## config.mk

```make
export PLATFORM = sky130hd
export DESIGN_NAME = ps2_kbd_tx_flat
export DESIGN_NICKNAME = d
export VERILOG_FILES = /design/src/rtl/ps2_pkg.sv /design/src/rtl/ps2_kbd_tx_if.sv /design/src/rtl/ps2_tx_fifo.sv /design/src/rtl/ps2_kbd_tx.sv /design/src/flat_wrapper.sv
export SDC_FILE = /design/constraint.sdc
export NUM_CORES = 1
export LEC_CHECK = 0
export ABC_AREA = 0
export ABC_CLOCK_PERIOD_IN_PS = 4500
export CORE_MARGIN = 4
export CORE_UTILIZATION = 65
export DETAILED_ROUTE_END_ITERATION = 10
export PLACE_DENSITY = 0.9
export SYNTH_ARGS = -nofsm -noshare
export SYNTH_HDL_FRONTEND = slang
export SYNTH_SLANG_ARGS = --single-unit
```

## constraint.sdc

```tcl
create_clock -name clk -period 4.5 [get_ports clk]
set_input_delay 0.45 -clock clk [delete_from_list [all_inputs] [get_ports clk]]
set_output_delay 0.45 -clock clk [all_outputs]
set_load 0.1 [all_outputs]
```

## src/rtl/ps2_pkg.sv

```systemverilog
// Shared PS/2 definitions: frame constants, FSM states, FIFO entry.
package ps2_pkg;

  localparam logic [7:0] PS2_BREAK = 8'hF0;
  localparam int PS2_FRAME_BITS = 11;

  typedef enum logic [2:0] {
    IDLE,
    LOAD,
    HI,
    LO,
    GAP
  } ps2_state_e;

  typedef struct packed {
    logic       brk;
    logic [7:0] code;
  } ps2_entry_t;

  function automatic logic ps2_odd_parity(
    input logic [7:0] b
  );
    return ~^b;
  endfunction

endpackage

```

## src/rtl/ps2_kbd_tx_if.sv

```systemverilog
// Scan-code valid/ready handshake into the keyboard transmitter.
interface ps2_kbd_tx_if;

  logic       in_valid;
  logic       in_ready;
  logic [7:0] in_code;
  logic       in_brk;

  modport master (
    output in_valid,
    output in_code,
    output in_brk,
    input  in_ready
  );

  modport slave (
    input  in_valid,
    input  in_code,
    input  in_brk,
    output in_ready
  );

endinterface

```

## src/rtl/ps2_tx_fifo.sv

```systemverilog
// Small FIFO for PS/2 bytes; extra pointer bit separates full/empty.
module ps2_tx_fifo #(
  parameter int DEPTH = 4,
  parameter int W     = 9
) (
  input  logic         clk,
  input  logic         rst,
  input  logic         push,
  input  logic [W-1:0] wdata,
  input  logic         pop,
  output logic [W-1:0] rdata,
  output logic         full,
  output logic         empty
);

  localparam int AW = $clog2(DEPTH);

  logic [W-1:0] mem_q [DEPTH];
  logic [AW:0]  wr_q, wr_d;
  logic [AW:0]  rd_q, rd_d;
  logic         do_push;
  logic         do_pop;

  assign empty = (wr_q == rd_q);
  assign full  = (wr_q[AW] != rd_q[AW]) &&
                 (wr_q[AW-1:0] == rd_q[AW-1:0]);

  assign do_push = push & ~full;
  assign do_pop  = pop & ~empty;
  assign rdata   = mem_q[rd_q[AW-1:0]];

  always_comb begin
    wr_d = wr_q + {{AW{1'b0}}, do_push};
    rd_d = rd_q + {{AW{1'b0}}, do_pop};
  end

  always_ff @(posedge clk) begin
    if (rst) begin
      wr_q <= '0;
      rd_q <= '0;
    end else begin
      wr_q <= wr_d;
      rd_q <= rd_d;
    end
  end

  always_ff @(posedge clk) begin
    if (do_push) begin
      mem_q[wr_q[AW-1:0]] <= wdata;
    end
  end

endmodule

```

## src/rtl/ps2_kbd_tx.sv

```systemverilog
// Device-side PS/2 keyboard transmitter: FIFO of scan codes,
// optional 0xF0 break prefix, 11-bit frames on ps2_clk/ps2_data.
module ps2_kbd_tx
  import ps2_pkg::*;
#(
  parameter int CLK_DIV    = 50,
  parameter int GAP_CYCLES = 100,
  parameter int FIFO_DEPTH = 4
) (
  input  logic            clk,
  input  logic            rst,
  ps2_kbd_tx_if.slave     in_if,
  output logic            ps2_clk,
  output logic            ps2_data,
  output logic            busy,
  output logic            frame_done
);

  localparam int MAXC =
    (CLK_DIV > GAP_CYCLES) ? CLK_DIV : GAP_CYCLES;
  localparam int CW = $clog2(MAXC);
  localparam logic [CW-1:0] DIV_LAST = CW'(CLK_DIV - 1);
  localparam logic [CW-1:0] GAP_LAST = CW'(GAP_CYCLES - 1);
  localparam logic [3:0] BIT_LAST = 4'(PS2_FRAME_BITS - 1);

  ps2_state_e  state_q, state_d;
  logic [CW-1:0] phase_q, phase_d;
  logic [3:0]  bit_cnt_q, bit_cnt_d;
  logic [10:0] shreg_q, shreg_d;
  logic [7:0]  byte_q, byte_d;
  logic [7:0]  code_q, code_d;
  logic        pend_q, pend_d;
  logic        frame_done_q, frame_done_d;

  logic        full;
  logic        empty;
  logic        push;
  logic        pop;
  logic [8:0]  rdata;
  ps2_entry_t  head;

  assign in_if.in_ready = ~rst & ~full;
  assign push = in_if.in_valid & in_if.in_ready;
  assign head = rdata;

  ps2_tx_fifo #(
    .DEPTH (FIFO_DEPTH),
    .W     (9)
  ) u_fifo (
    .clk   (clk),
    .rst   (rst),
    .push  (push),
    .wdata ({in_if.in_brk, in_if.in_code}),
    .pop   (pop),
    .rdata (rdata),
    .full  (full),
    .empty (empty)
  );

  always_comb begin
    state_d      = state_q;
    phase_d      = phase_q;
    bit_cnt_d    = bit_cnt_q;
    shreg_d      = shreg_q;
    byte_d       = byte_q;
    code_d       = code_q;
    pend_d       = pend_q;
    frame_done_d = 1'b0;
    pop          = 1'b0;
    unique case (state_q)
      IDLE: begin
        if (!empty) begin
          pop     = 1'b1;
          state_d = LOAD;
          if (head.brk) begin
            byte_d = PS2_BREAK;
            pend_d = 1'b1;
            code_d = head.code;
          end else begin
            byte_d = head.code;
          end
        end
      end
      LOAD: begin
        shreg_d = {1'b1, ps2_odd_parity(byte_q),
                   byte_q, 1'b0};
        bit_cnt_d = '0;
        phase_d   = '0;
        state_d   = HI;
      end
      HI: begin
        if (phase_q == DIV_LAST) begin
          phase_d = '0;
          state_d = LO;
        end else begin
          phase_d = phase_q + CW'(1);
        end
      end
      LO: begin
        if (phase_q == DIV_LAST) begin
          phase_d   = '0;
          shreg_d   = {1'b1, shreg_q[10:1]};
          bit_cnt_d = bit_cnt_q + 4'd1;
          if (bit_cnt_q == BIT_LAST) begin
            state_d      = GAP;
            frame_done_d = 1'b1;
          end else begin
            state_d = HI;
          end
        end else begin
          phase_d = phase_q + CW'(1);
        end
      end
      GAP: begin
        if (phase_q == GAP_LAST) begin
          phase_d = '0;
          if (pend_q) begin
            pend_d  = 1'b0;
            byte_d  = code_q;
            state_d = LOAD;
          end else begin
            state_d = IDLE;
          end
        end else begin
          phase_d = phase_q + CW'(1);
        end
      end
      default: state_d = IDLE;
    endcase
  end

  always_ff @(posedge clk) begin
    if (rst) begin
      state_q      <= IDLE;
      phase_q      <= '0;
      bit_cnt_q    <= '0;
      shreg_q      <= '1;
      byte_q       <= '0;
      code_q       <= '0;
      pend_q       <= 1'b0;
      frame_done_q <= 1'b0;
    end else begin
      state_q      <= state_d;
      phase_q      <= phase_d;
      bit_cnt_q    <= bit_cnt_d;
      shreg_q      <= shreg_d;
      byte_q       <= byte_d;
      code_q       <= code_d;
      pend_q       <= pend_d;
      frame_done_q <= frame_done_d;
    end
  end

  // shreg only moves on LO exit, so data is frozen while clk is low
  assign ps2_clk    = (state_q != LO);
  assign ps2_data   = (state_q == HI || state_q == LO) ?
                      shreg_q[0] : 1'b1;
  assign busy       = (state_q != IDLE) | ~empty;
  assign frame_done = frame_done_q;

endmodule

```

## src/flat_wrapper.sv

```systemverilog
// flat-port wrapper written by rule: the top's interface ports become plain ports
module ps2_kbd_tx_flat import ps2_pkg::*;
#(
  parameter int CLK_DIV    = 50,
  parameter int GAP_CYCLES = 100,
  parameter int FIFO_DEPTH = 4
)
  (clk, rst, ps2_clk, ps2_data, busy, frame_done, in_if_in_valid, in_if_in_code, in_if_in_brk, in_if_in_ready);
  ps2_kbd_tx_if in_if_i ();
  input  logic clk;
  input  logic rst;
  output logic ps2_clk;
  output logic ps2_data;
  output logic busy;
  output logic frame_done;
  input wire logic [$bits(in_if_i.in_valid)-1:0] in_if_in_valid;
  input wire logic [$bits(in_if_i.in_code)-1:0] in_if_in_code;
  input wire logic [$bits(in_if_i.in_brk)-1:0] in_if_in_brk;
  output wire logic [$bits(in_if_i.in_ready)-1:0] in_if_in_ready;
  assign in_if_i.in_valid = in_if_in_valid;
  assign in_if_i.in_code = in_if_in_code;
  assign in_if_i.in_brk = in_if_in_brk;
  assign in_if_in_ready = in_if_i.in_ready;
  ps2_kbd_tx #(.CLK_DIV(CLK_DIV), .GAP_CYCLES(GAP_CYCLES), .FIFO_DEPTH(FIFO_DEPTH)) u_core (.clk(clk), .rst(rst), .in_if(in_if_i), .ps2_clk(ps2_clk), .ps2_data(ps2_data), .busy(busy), .frame_done(frame_done));
endmodule
```

# --- Yosys cells after proc, flatten, opt, wreduce, memory -nomap -nowiden ---
# Memory sizes are Yosys's and may differ from the RTL's. A register that Yosys moved wholly into a read port is not among the register bits.
# Index checks and enable logic that the tools add are counted.
word_totals:
  n_memories: 1
  ram_bits: 36
  wordCells: 87
  regBits: 49
  output_inout_bits: 5
  input_bits: 12
mem_list:
  columns: ["memory", "words", "word_bits", "rd", "rd_ports_with_merged_regs", "wr", "line", "rtl"]
  rows:
  - ["u_core.u_fifo.mem_q", 4, 9, 1, 1, 1, "ps2_tx_fifo.sv:18", "logic [W-1:0] mem_q [DEPTH];"]
classes:
  add_sub_neg: 4
  n_eq_ne: 17
  n_mux: 30
  reduce_logical: 15
  n_bitwise: 10
op_table:
  columns: ["operator", "count"]
  rows:
  - ["$mux 8", 4]
  - ["$pmux 11 s2", 1]
  - ["$pmux 7 s3", 1]
  - ["$pmux 8 s2", 1]
  - ["$mux 3", 5]
  - ["$pmux 3 s5", 1]
  - ["$mux 7", 2]
  - ["$reduce_and 4->1", 3]
  - ["$mux 11", 1]
  - ["$mux 1", 10]
  - ["$ne 2x1->1 const B", 5]
  - ["$pmux 4 s2", 1]
  - ["$reduce_xnor 8->1", 1]
  - ["$add 7x1->7 const B", 1]
  - ["$eq 7x6->1 const B", 1]
  - ["$eq 7x7->1 const B", 1]
  - ["$add 3x1->3", 2]
  - ["$eq 3x2->1 const B", 2]
  - ["$reduce_bool 3->1", 2]
  - ["$not 1->1", 5]
  - ["$add 4x1->4 const B", 1]
  - ["$and 1x1->1", 4]
  - ["$eq 4x4->1 const B", 1]
  - ["$mux 4", 1]
  - ["18 further kinds", 19]

# --- Logic depth before layout (Yosys ltp) ---
# Gate-level depths: netlist of the first run.
logic_depth:
  ltp_word: 8
  depth_mapped: 9
  mapped_depth_nobuf: 8

# --- By module ---
# From an unflattened synthesis of the first run, not the netlist that was laid out.
unflattened:
  cells_unflattened: 333
  hier_area_um2: 3865.0
by_module_without_submodules:
  columns: ["mod", "seq_area_each_um2", "cells_each", "area_each_um2", "instances"]
  rows:
  - ["ps2_kbd_tx", 840.8, 249, 2180.8, 1]
  - ["ps2_tx_fifo", 1201.2, 84, 1684.1, 1]

# --- Worst setup path before layout of the first run ---
# OpenSTA, ideal clock, no wires.
synth_path:
  path_type: "reg2reg"
  start: "register u_core.u_fifo.rd_q[0]"
  end: "memory u_core.u_fifo.mem_q[0][0], enable pin"
  t_required_ns: 4.113
  n_path_buf: 1
  period_less_slack_ns: 3.767
  setup_slack_ns: 0.733
  setup_ns: 0.387
  path_stages_with_launch: 6
  arrival_ns: 3.381
  cell_sequence: "dfxtp_1 buf_2 xnor2_2 a31oi_1 nand2_1 nor3_1"
synth_via:
  elab_chain_cells: 8
synth_rtl:
  columns: ["element", "line", "rtl"]
  rows:
  - ["from (decl)", "ps2_tx_fifo.sv:20", "logic [AW:0] rd_q, rd_d;"]
  - ["from (signal assigned)", "ps2_tx_fifo.sv:43", "rd_q <= rd_d;"]
  - ["$eq 2x2->1", "ps2_tx_fifo.sv:26", "(wr_q[AW-1:0] == rd_q[AW-1:0]);"]
  - ["$logic_and 1x1->1", "ps2_tx_fifo.sv:25", "assign full = (wr_q[AW] != rd_q[AW]) &&"]
  - ["$not 1->1", "ps2_kbd_tx.sv:42", "assign in_if.in_ready = ~rst & ~full;"]
  - ["$and 1x1->1", "ps2_kbd_tx.sv:42", null]
  - ["named net in_if_in_ready", "flat_wrapper.sv:19", "output wire logic [$bits(in_if_i.in_ready)-1:0] in_if_in_ready;"]
  - ["$and 1x1->1", "ps2_kbd_tx.sv:43", "assign push = in_if.in_valid & in_if.in_ready;"]
  - ["$and 1x1->1", "ps2_tx_fifo.sv:28", "assign do_push = push & ~full;"]
  - ["$mux 1", "ps2_tx_fifo.sv:48", "if (do_push) begin"]
  - ["$mux 1 (not written as such)", "ps2_tx_fifo.sv:49", "mem_q[wr_q[AW-1:0]] <= wdata;"]
  - ["to (decl)", "ps2_tx_fifo.sv:18", null]
# The timed path passes the listed nets, and every way through them passes these cells.

# --- Worst setup path in the final report of the first run ---
layout_path:
  start: "register u_core.u_fifo.rd_q[0]"
  end: "output port busy"
layout_via:
  elab_chain_cells: 3
layout_rtl:
  columns: ["element", "line", "rtl"]
  rows:
  - ["$eq 3x3->1", "ps2_tx_fifo.sv:24", "assign empty = (wr_q == rd_q);"]
  - ["$not 1->1 (no source line)", null, null]
  - ["$or 1x1->1", "ps2_kbd_tx.sv:158", "assign busy = (state_q != IDLE) | ~empty;"]
  - ["to (decl)", "flat_wrapper.sv:14", "output logic busy;"]
# No other way between the ends.

==> results of run 1 <==
## cells by family (layout without fill, tap and decap cells)
kind of cell	count (synthesis)	count (layout)	synth area share
mux	31	31	0.0845
xor+xnor	14	14	0.0339
buf+inv	31	47	0.0426
flops	84	84	0.504
compound gates	88	88	0.163
fa+ha+maj	8	8	0.0247
simple gates	101	101	0.147
## state kept, by name (all words and copies together), names as in the netlist
register and count:
u_core.bit_cnt_q 4, u_core.byte_q 8, u_core.code_q 8, u_core.frame_done 1, u_core.pend_q 1, u_core.phase_q 7, u_core.shreg_q 10, u_core.state_q 3
u_core.u_fifo.mem_q 36, u_core.u_fifo.rd_q 3, u_core.u_fifo.wr_q 3
## through the flow
stage	total power, W	cell area, um2	cells	setup slack (ps)	hold WS (ps)
5_1_grt	0.00257	4420	448	1110	489
6_report	0.00243	4420	448	1240	467
3_3_place_gp	0.00183	4210	432	1690	451
3_5_place_dp	0.00185	4210	432	1610	460
4_1_cts	0.00243	4420	448	1230	470
2_1_floorplan	0.00173	4060	357	733	432
## cell usage in the layout (no fill, tap or decap), types with 7 or more instances in the layout
cell type	count
sky130_fd_sc_hd__ha_1	8
sky130_fd_sc_hd__xnor2_1	9
sky130_fd_sc_hd__a21o_1	9
sky130_fd_sc_hd__nor4_1	7
sky130_fd_sc_hd__a221oi_1	8
sky130_fd_sc_hd__nand2_1	11
sky130_fd_sc_hd__and2_1	8
sky130_fd_sc_hd__clkbuf_8	9
sky130_fd_sc_hd__nand3_1	8
sky130_fd_sc_hd__nand2b_1	7
sky130_fd_sc_hd__nor2_1	19
sky130_fd_sc_hd__nor2b_1	14
sky130_fd_sc_hd__o21ai_0	17
sky130_fd_sc_hd__dfxtp_1	48
sky130_fd_sc_hd__inv_1	11
sky130_fd_sc_hd__mux2i_1	20
sky130_fd_sc_hd__a21oi_1	10
sky130_fd_sc_hd__o211ai_1	9
sky130_fd_sc_hd__clkdlybuf4s50_1	15
sky130_fd_sc_hd__edfxtp_1	36
## per-layer routing
metal  track usage  up-vias
met1         0.293     1341
li1              -     1365
met2         0.360       87
met3        0.0426        9
met5             0        -
met4        0.0907        0
## worst max path at each step
stage                                endpoint  slack, ps
finish                                   busy       1240
global route                             busy       1110
CTS                                      busy       1230
detailed placement                       busy       1610
global placement                         busy       1690
floorplan           u_core.u_fifo.mem_q[0][0]        730
## area by class of cell
class	count	area [um2]
Sequential cell	84	2040
Inverter	11	41.3
Multi-Input combinational cell	242	1840
Clock buffer	9	124
Tap cell	75	93.8
Clock inverter	7	90.1
Fill cell	402	1570
Timing Repair Buffer	20	188
## critical path: cells and delay by family (launching register included)
kind	cells	cell delay (ps)
buf+inv	1	1160
flops	1	900
xor+xnor	1	210
simple gates	1	200
## where the power goes
group | internal, W | leakage (nW) | switching (W)
combinational | 0.000352 | 0.797 | 0.000461
clock | 0.000311 | 0.105 | 0.000265
sequential | 0.000913 | 0.719 | 0.000128
total | 0.00158 | 1.62 | 0.000854
==> insert_results.sql, run 1 <==
INSERT INTO impl_metrics (metric_group, metric, value, unit) VALUES
('sta', 'timing.final.hold_violations', '0', ''),
('global_route', 'grt_first_pass_wirelength', '13300', 'um'),
('setup_path', 'critical_path.slowest_cell', 'sky130_fd_sc_hd__clkdlybuf4s50_1', ''),
('yosys', 'synthArstFlopShare', '0', ''),
('cts', 'post_cts_resize_count', '0', ''),
('yosys', 'syn_nets', '377', ''),
('die', 'floorplan.initialDensity', '0.677', ''),
('cts', 'clock_sink_count', '84', ''),
('cts', 'postCtsSetupBuffers', '0', ''),
('min_path', 'timing.hold.worst_path_depth', '2', ''),
('setup_path', 'reg2reg_setup_slack', '1880', 'ps'),
('cts', 'cts_tree', 'built', ''),
('sta', 'grt_setup_unrepaired', 'no', ''),
('routing', 'dr.first_iter.drc_count', '207', ''),
('global_route', 'grt.overflow.total', '0', ''),
('yosys', 'synth_top_area_share', '0.267', ''),
('cts', 'master_cell_of_the_clock_root_buffer', 'sky130_fd_sc_hd__clkbuf_8', ''),
('setup_path', 'cp-start-kind', 'register', ''),
('sta', 'tcrit_tclk_final', '0.726', ''),
('finish', 'synthToLayoutAreaGrowth', '8.98', '%'),
('sta', 'fin_crit', '3260', 'ps'),
('min_path', 'min-delay-start', 'u_core.pend_q', ''),
('finish', 'antenna-diode-count', '0', ''),
('setup_path', 'worst-endpoint-required', '4050', 'ps'),
('cts', 'cts.reportedPaths.clkPinSlew', '80', 'ps'),
('place', 'place.gp.congestion', '0.803', ''),
('cts', 'clock_tree.htree_level_count', '3', ''),
('yosys', 'synth-edff-count', '36', ''),
('finish', 'utilization', '0.738', ''),
('yosys', 'synth.largest_area_cell', 'sky130_fd_sc_hd__edfxtp_1', ''),
('sta', 'max-slew-margin-rel', '0.354', ''),
('routing', 'detail-route-antenna-nets', '0', ''),
('sta', 'tightestPinTransition', '965', 'ps'),
('power', 'power-per-cell-area', '550', 'nW/um2'),
('sta', 'fin_worst_skew', '15.6', 'ps'),
('cts', 'source_to_sink_clock_delay_at_the_later_pin_of_the_worst_skew_pair', '340', 'ps'),
('yosys', 'postSynth.topFlopCell', 'sky130_fd_sc_hd__dfxtp_1', ''),
('setup_path', 'crit_path_end_kind', 'output pin', ''),
('yosys', 'syn_area_per_cell', '11.4', 'um2'),
('setup_path', 'r2r-end', 'u_core.u_fifo.mem_q[1][3]', ''),
('global_route', 'grt_pass1_vias', '2771', ''),
('yosys', 'netlist_area', '4060', 'um2'),
('sta', 'timing.final.max_slew_violations', '0', ''),
('flow_run', 'max-cap-violations', '0', ''),
('min_path', 'hp-class', 'reg -> reg', ''),
('die', 'die_width', '87.0', 'um'),
('cts', 'post_cts_hold_buffer_count', '0', ''),
('yosys', 'yosys.cell_count.top_type', 'sky130_fd_sc_hd__dfxtp_1', ''),
('place', 'dp_hpwl', '4950', 'um'),
('min_path', 'holdPathEnd', 'u_core.pend_q', ''),
('cts', 'numCtsBuffers', '9', ''),
('setup_path', 'ff2ff_path_depth', '4', ''),
('die', 'rows', '28', ''),
('die', 'design.die.area', '7570', 'um2'),
('yosys', 'post_synth_main_area_contributors', 'sky130_fd_sc_hd__edfxtp_1, sky130_fd_sc_hd__dfxtp_1, sky130_fd_sc_hd__mux2i_1, sky130_fd_sc_hd__ha_1, sky130_fd_sc_hd__nor2b_1', ''),
('yosys', 'synth.yosys.warnings', '0', ''),
('routing', 'wl_met3', '348', 'um'),
('die', 'core', '5990', 'um2'),
('setup_path', 'startpoint', 'u_core.u_fifo.rd_q[0]', ''),
('sta', 'timing.final.setup_violations', '0', ''),
('die', 'boundaryPins', '17', ''),
('setup_path', 'worstPathArrival', '2810', 'ps'),
('routing', 'met2RoutedLength', '3870', 'um'),
('setup_path', 'path_max_fanout', '27', ''),
('yosys', 'synth.top_cells.by_count', 'sky130_fd_sc_hd__dfxtp_1, sky130_fd_sc_hd__edfxtp_1, sky130_fd_sc_hd__mux2i_1, sky130_fd_sc_hd__nor2_1, sky130_fd_sc_hd__o21ai_0', ''),
('power', 'ir_drop', '0.000375', 'V'),
('sta', 'fin_tns_setup', '0', 'ps'),
('routing', 'via_count', '2802', ''),
('yosys', 'synth_cell_type_count', '61', ''),
('finish', 'drive_above_1_share', '0.113', ''),
('outcome', 'run_status', 'complete, no violations', '');
Power figures use the tool's default switching activity.
==> run 2, diff against run 1 <==
- ABC_CLOCK_PERIOD_IN_PS: 4500 -> 3050
- CORE_UTILIZATION: 65 -> 60
- PLACE_DENSITY: 0.9 -> 0.84
- clock period: 4.5 -> 3.05 ns (I/O delays scaled with it)
==> run 2 against run 1 <==
  * Register-to-register slack got worse by 1400 ps
  * Setup slack got worse by 750 ps
  * Combinational power grew 51%
  * Critical path type is now reg -> reg
  * Largest power group unchanged
==> insert_results.sql, run 2 (synthesized netlist as in run 1, its figures left out) <==
INSERT INTO impl_metrics (metric_group, metric, value, unit) VALUES
('outcome', 'run_status', 'complete, no violations', ''),
('finish', 'largest_register_ff_count', '36', ''),
('place', 'postPlaceCellArea', '4240', 'um2'),
('finish', 'combined_area_of_the_multi_input_logic_cells', '1850', 'um2'),
('die', 'design.die.area', '8140', 'um2'),
('cts', 'post_cts_resize_count', '0', ''),
('cts', 'cts.path.max_buffers', '2', ''),
('die', 'rows', '29', ''),
('cts', 'clock_tree.htree_level_count', '3', ''),
('sta', 'final.setup.worst_slack', '488', 'ps'),
('setup_path', 'timing.critical_path.cells', 'nor3b_4 -> nor2_2 -> a2111oi_0 -> mux2_4', ''),
('finish', 'finish.cell_count_without_fillers', '453', ''),
('power', 'internal-power', '0.00242', 'W'),
('sta', 'timing.final.hold_violations', '0', ''),
('finish', 'most_frequent_cells_in_the_layout', 'sky130_fd_sc_hd__dfxtp_1, sky130_fd_sc_hd__edfxtp_1, sky130_fd_sc_hd__mux2i_1', ''),
('routing', 'route.detailed.vias_per_inst', '6.23', ''),
('finish', 'drive_above_1_share', '0.136', ''),
('cts', 'clock_sink_count', '84', ''),
('power', 'p_total', '0.00369', 'W'),
('sta', 'highest_clock_rate', '0.390', 'GHz'),
('finish', 'num-nets-final', '391', ''),
('cts', 'postCtsSetupBuffers', '0', ''),
('sta', 'timing.final.max_slew_violations', '0', ''),
('place', 'pre_cts_slack', '561', 'ps'),
('routing', 'dr.first_iter.drc_count', '178', ''),
('finish', 'fill_cells', '481', ''),
('die', 'die_width', '90.2', 'um'),
('routing', 'detail-route-antenna-nets', '0', ''),
('die', 'floorplan.initialDensity', '0.628', ''),
('power', 'ir_drop', '0.000526', 'V'),
('finish', 'synthToLayoutAreaGrowth', '10.7', '%'),
('cts', 'numCtsBuffers', '9', ''),
('sta', 'max-slew-margin-rel', '0.354', ''),
('setup_path', 'crit_path_end_kind', 'register', ''),
('power', 'total_leakage_power', '1.65', 'nW'),
('global_route', 'grt_max_degree', '40', ''),
('global_route', 'globalRouteTotalUtil', '0.200', ''),
('routing', 'detail_route.drc_violations', '0', ''),
('finish', 'most_frequent_standard_cell_in_the_layout_excluding_fill_and_tap_cells', 'sky130_fd_sc_hd__dfxtp_1', ''),
('setup_path', 'worst-endpoint-required', '3350', 'ps'),
('global_route', 'grt_pass1_vias', '2725', ''),
('flow_run', 'max-cap-violations', '0', ''),
('die', 'die_height', '90.2', 'um'),
('routing', 'wl_per_cell', '17.1', 'um'),
('power', 'seq_power_share', '0.408', ''),
('setup_path', 'critical_path.slowest_cell', 'sky130_fd_sc_hd__a2111oi_0', ''),
('place', 'placedCellCount', '437', ''),
('finish', 'postLayoutCellArea', '4490', 'um2'),
('sta', 'fin_worst_skew', '9.70', 'ps'),
('cts', 'post_cts_hold_buffer_count', '0', ''),
('cts', 'source_to_sink_clock_delay_at_the_later_pin_of_the_worst_skew_pair', '350', 'ps'),
('setup_path', 'path_max_fanout', '18', ''),
('cts', 'cts.reportedPaths.clkPinSlew', '90', 'ps'),
('global_route', 'grt.overflow.total', '0', ''),
('setup_path', 'setup.worst_path.class', 'reg -> reg', ''),
('finish', 'antenna-diode-count', '0', ''),
('sta', 'tcrit_tclk_final', '0.840', ''),
('sta', 'fin_crit', '2560', 'ps'),
('sta', 'tightestPinTransition', '966', 'ps'),
('setup_path', 'timing.critical_path.slowest_cell_delay', '730', 'ps'),
('global_route', 'grt_first_pass_wirelength', '13300', 'um'),
('sta', 'fin_tns_setup', '0', 'ps'),
('cts', 'master_cell_of_the_clock_root_buffer', 'sky130_fd_sc_hd__clkbuf_8', ''),
('setup_path', 'cp-start-kind', 'register', ''),
('power', 'switchingPower', '0.00127', 'W'),
('cts', 'cts_tree', 'built', ''),
('min_path', 'hp-class', 'reg -> reg', ''),
('routing', 'via_count', '2822', ''),
('power', 'clock_group_share_of_total_power', '0.259', ''),
('die', 'core', '6460', 'um2'),
('sta', 'timing.final.setup_violations', '0', ''),
('routing', 'drt-pass1-iter-count', '5', ''),
('place', 'dp_hpwl', '5210', 'um'),
('sta', 'grt_setup_unrepaired', 'no', ''),
('place', 'place.gp.congestion', '0.779', ''),
('finish', 'seqCellArea', '2040', 'um2'),
('routing', 'wirelength', '7750', 'um'),
('setup_path', 'worstPathArrival', '2860', 'ps'),
('power', 'power-per-cell-area', '822', 'nW/um2'),
('power', 'share_of_total_power_in_combinational_logic', '0.333', ''),
('global_route', 'number_of_antenna_violations_at_the_first_check_in_global_routing', '0', ''),
('die', 'boundaryPins', '17', ''),
('place', 'place.port_buffers', '16', ''),
('power', 'power.switching_fraction', '0.345', '');
==> run 2: changes by cell type in the layout (fill, tap and decap cells not counted), moves of 2 or more <==
cell / previous run / this run
sky130_fd_sc_hd__buf_4: 5 / 10
sky130_fd_sc_hd__clkdlybuf4s50_1: 15 / 12
sky130_fd_sc_hd__clkinv_1: 2 / 0
sky130_fd_sc_hd__clkinvlp_4: 0 / 2
==> run 2: routing by layer <==
layer / track usage / wire [um]
met5: 0 / 0
met4: 0.0497 / 97
met1: 0.255 / 3460
met2: 0.341 / 3840
met3: 0.0509 / 351
==> run 2: path summary, 6_finish.rpt <==
| path | startpoint | end | slack, ps | cells after the start |
|---|---|---|---|---|
| max | u_core.state_q[2] | u_core.byte_q[5] | 490 | 4 |
| min | u_core.bit_cnt_q[3] | u_core.bit_cnt_q[3] | 480 | 2 |
| max reg2reg | u_core.state_q[2] | u_core.byte_q[5] | 490 | 4 |
| min reg2reg | u_core.bit_cnt_q[3] | u_core.bit_cnt_q[3] | 480 | 2 |
==> run 2: final cells by class <==
class	instances	area share
clock buffer	9	0.0276
clock inverter	7	0.0273
inverter	11	0.00920
multi-input combinational	242	0.411
sequential	84	0.455
tap	77	0.0215
timing repair buffer	23	0.0480
==> run 2: power groups by stage <==
stage / Combinational [W] / Clock, W / Sequential, W
final: 0.00123 / 0.000957 / 0.00150
after global routing: 0.00135 / 0.00102 / 0.00153
after CTS: 0.00123 / 0.000966 / 0.00150
after detailed placement: 0.00122 / 0 / 0.00152
after global placement: 0.00119 / 0 / 0.00151
after floorplan: 0.00110 / 0 / 0.00146
==> run 2: metrics by stage <==
stage,hold WS [ps],utilization
2_1_floorplan,404,-
5_1_grt,503,0.695
4_1_cts,479,0.695
3_5_place_dp,467,0.657
3_3_place_gp,452,0.657
6_report,481,0.695
==> run 2: critical path: cells and delay by family, from the launching register on <==
| kind | cells | cell delay, ps |
|---|---|---|
| AND/OR/NAND/NOR | 2 | 970 |
| AO/OA/AOI/OAI | 1 | 730 |
| flip-flops | 1 | 530 |
| multiplexers | 1 | 270 |
==> run 3, diff against run 2 <==
- ABC_CLOCK_PERIOD_IN_PS: 3050 -> 2100
- CORE_UTILIZATION: 60 -> 54
- PLACE_DENSITY: 0.84 -> 0.8
- clock period: 3.05 -> 2.1 ns (I/O delays scaled with it)
==> run 3 against run 2 <==
  * Via count grew 0.21%
  * Register-to-register slack lost 360 ps
  * Clock power is 16% higher
  * Largest cell class unchanged
  * Largest power group unchanged
==> insert_results.sql, run 3 (synthesized netlist as in run 1, its figures left out) <==
INSERT INTO impl_metrics (metric_group, metric, value, unit) VALUES
('routing', 'drt-pass1-iter-count', '4', ''),
('sta', 'timing.final.hold_violations', '0', ''),
('setup_path', 'crit_path_end_kind', 'output pin', ''),
('die', 'boundaryPins', '17', ''),
('global_route', 'grt_first_pass_wirelength', '13600', 'um'),
('die', 'rows', '31', ''),
('sta', 'tightestPinTransition', '581', 'ps'),
('cts', 'clock_sink_count', '84', ''),
('power', 'total_leakage_power', '1.70', 'nW'),
('place', 'dp_hpwl', '5420', 'um'),
('cts', 'numCtsBuffers', '9', ''),
('setup_path', 'timing.critical_path.slowest_cell_delay', '450', 'ps'),
('finish', 'postLayoutCellArea', '4640', 'um2'),
('setup_path', 'path_max_fanout', '8', ''),
('setup_path', 'critical_path.slowest_cell', 'sky130_fd_sc_hd__or3_4', ''),
('die', 'die_height', '94.7', 'um'),
('flow_run', 'max-cap-violations', '0', ''),
('finish', 'utilization', '0.636', ''),
('setup_path', 'setup.worst_path.class', 'reg -> out', ''),
('sta', 'final.setup.worst_slack', '83.9', 'ps'),
('global_route', 'globalRouteTotalUtil', '0.192', ''),
('finish', 'most_frequent_standard_cell_in_the_layout_excluding_fill_and_tap_cells', 'sky130_fd_sc_hd__dfxtp_1', ''),
('routing', 'wirelength', '7770', 'um'),
('place', 'placedCellCount', '464', ''),
('power', 'power-per-cell-area', '1140', 'nW/um2'),
('die', 'die_width', '94.7', 'um'),
('routing', 'dr.first_iter.drc_count', '130', ''),
('sta', 'tcrit_tclk_final', '0.960', ''),
('global_route', 'grt_max_degree', '40', ''),
('place', 'pre_cts_slack', '82.5', 'ps'),
('sta', 'fin_worst_skew', '13.0', 'ps'),
('die', 'core', '7290', 'um2'),
('routing', 'via_count', '2828', ''),
('setup_path', 'cp_top_family', 'simple AND/OR/NAND/NOR gates', ''),
('finish', 'drive_above_1_share', '0.183', ''),
('min_path', 'hp-class', 'in -> reg', ''),
('finish', 'antenna-diode-count', '0', ''),
('die', 'design.die.area', '8960', 'um2'),
('setup_path', 'worst-endpoint-required', '1890', 'ps'),
('sta', 'timing.final.max_slew_violations', '0', ''),
('place', 'place.gp.congestion', '0.883', ''),
('cts', 'clock_tree.htree_level_count', '3', ''),
('cts', 'master_cell_of_the_clock_root_buffer', 'sky130_fd_sc_hd__clkbuf_8', ''),
('routing', 'detail-route-antenna-nets', '0', ''),
('cts', 'source_to_sink_clock_delay_at_the_later_pin_of_the_worst_skew_pair', '350', 'ps'),
('cts', 'cts_tree', 'built', ''),
('routing', 'detail_route.drc_violations', '0', ''),
('finish', 'synthToLayoutAreaGrowth', '14.3', '%'),
('sta', 'grt_setup_unrepaired', 'no', ''),
('finish', 'most_frequent_cells_in_the_layout', 'sky130_fd_sc_hd__dfxtp_1, sky130_fd_sc_hd__edfxtp_1, sky130_fd_sc_hd__mux2i_1', ''),
('finish', 'largest_register_ff_count', '36', ''),
('finish', 'num-nets-final', '397', ''),
('global_route', 'grt_pass1_vias', '2881', ''),
('routing', 'wl_per_cell', '16.2', 'um'),
('sta', 'fin_crit', '2020', 'ps'),
('setup_path', 'cp_num_buf_inv', '1', ''),
('place', 'postPlaceCellArea', '4420', 'um2'),
('outcome', 'run_status', 'complete, no violations', ''),
('sta', 'max-slew-margin-rel', '0.612', ''),
('setup_path', 'cp-start-kind', 'register', ''),
('cts', 'cts.reportedPaths.clkPinSlew', '100', 'ps'),
('setup_path', 'timing.critical_path.cells', 'or3_4 -> nand4b_1 -> buf_12', ''),
('routing', 'route.detailed.vias_per_inst', '5.88', ''),
('sta', 'timing.final.setup_violations', '0', ''),
('cts', 'cts.path.max_buffers', '2', ''),
('setup_path', 'worstPathArrival', '1810', 'ps'),
('power', 'ir_drop', '0.000574', 'V'),
('sta', 'fin_tns_setup', '0', 'ps'),
('finish', 'finish.cell_count_without_fillers', '481', ''),
('die', 'floorplan.initialDensity', '0.556', ''),
('global_route', 'grt.overflow.total', '0', ''),
('global_route', 'number_of_antenna_violations_at_the_first_check_in_global_routing', '0', ''),
('sta', 'highest_clock_rate', '0.496', 'GHz'),
('place', 'place.port_buffers', '16', '');
## run 3: cell count changes in the layout (fill, tap and decap cells not counted), sizes merged
cell           before  now
buf                11   18
inv                12   17
bufinv              3    0
clkdlybuf4s50      12   11
clkinv              1    0
clkinvlp            2    1
## run 3: per-stage QoR
stage                     hold WS (ps)  total power (W)
after floorplan                    309          0.00376
after global placement             466          0.00410
after detailed placement           480          0.00415
after CTS                          473          0.00525
after global routing               485          0.00557
final                              480          0.00526
## run 3: report_power, final
part	total (W)	internal, W	switching, W
registers	0.00217	0.00196	0.000213
logic	0.00198	0.000886	0.00109
clock network	0.00111	0.000460	0.000650
## run 3: final timing paths
check,start,end,slack (ps),cells past startpoint
min reg2reg,u_core.bit_cnt_q[3],u_core.bit_cnt_q[3],490,2
max,u_core.state_q[2],busy,80,3
max reg2reg,u_core.phase_q[0],u_core.byte_q[7],130,5
min,in_if_in_code[2],u_core.u_fifo.mem_q[1][2],480,1
## run 3: cell type report
cell class	count	area, um2
Inverter	11	41.3
Fill cell	600	2660
Sequential cell	84	2050
Tap cell	99	124
Clock buffer	9	124
Clock inverter	7	62.6
Multi-Input combinational cell	242	1930
Timing Repair Buffer	29	308
## run 3: metal layers
layer / wire length (um) / track usage
met2: 3880 / 0.326
met5: 0 / 0
met1: 3470 / 0.245
met3: 368 / 0.0430
met4: 52 / 0.0565
## run 3: repair_timing
item | in CTS | in global routing
buffers inserted | 0 | 1
endpoints found under the setup margin | 0 | 7
resized for setup | 0 | 5
hold buffers | 0 | 0
## run 3: worst reg2reg max path: stages (launching register included)
cell and delay [ps]:
sky130_fd_sc_hd__dfxtp_1 450, sky130_fd_sc_hd__ha_1 280, sky130_fd_sc_hd__nor4bb_1 340, sky130_fd_sc_hd__and4_1 290
sky130_fd_sc_hd__or2_4 200, sky130_fd_sc_hd__mux2_4 310
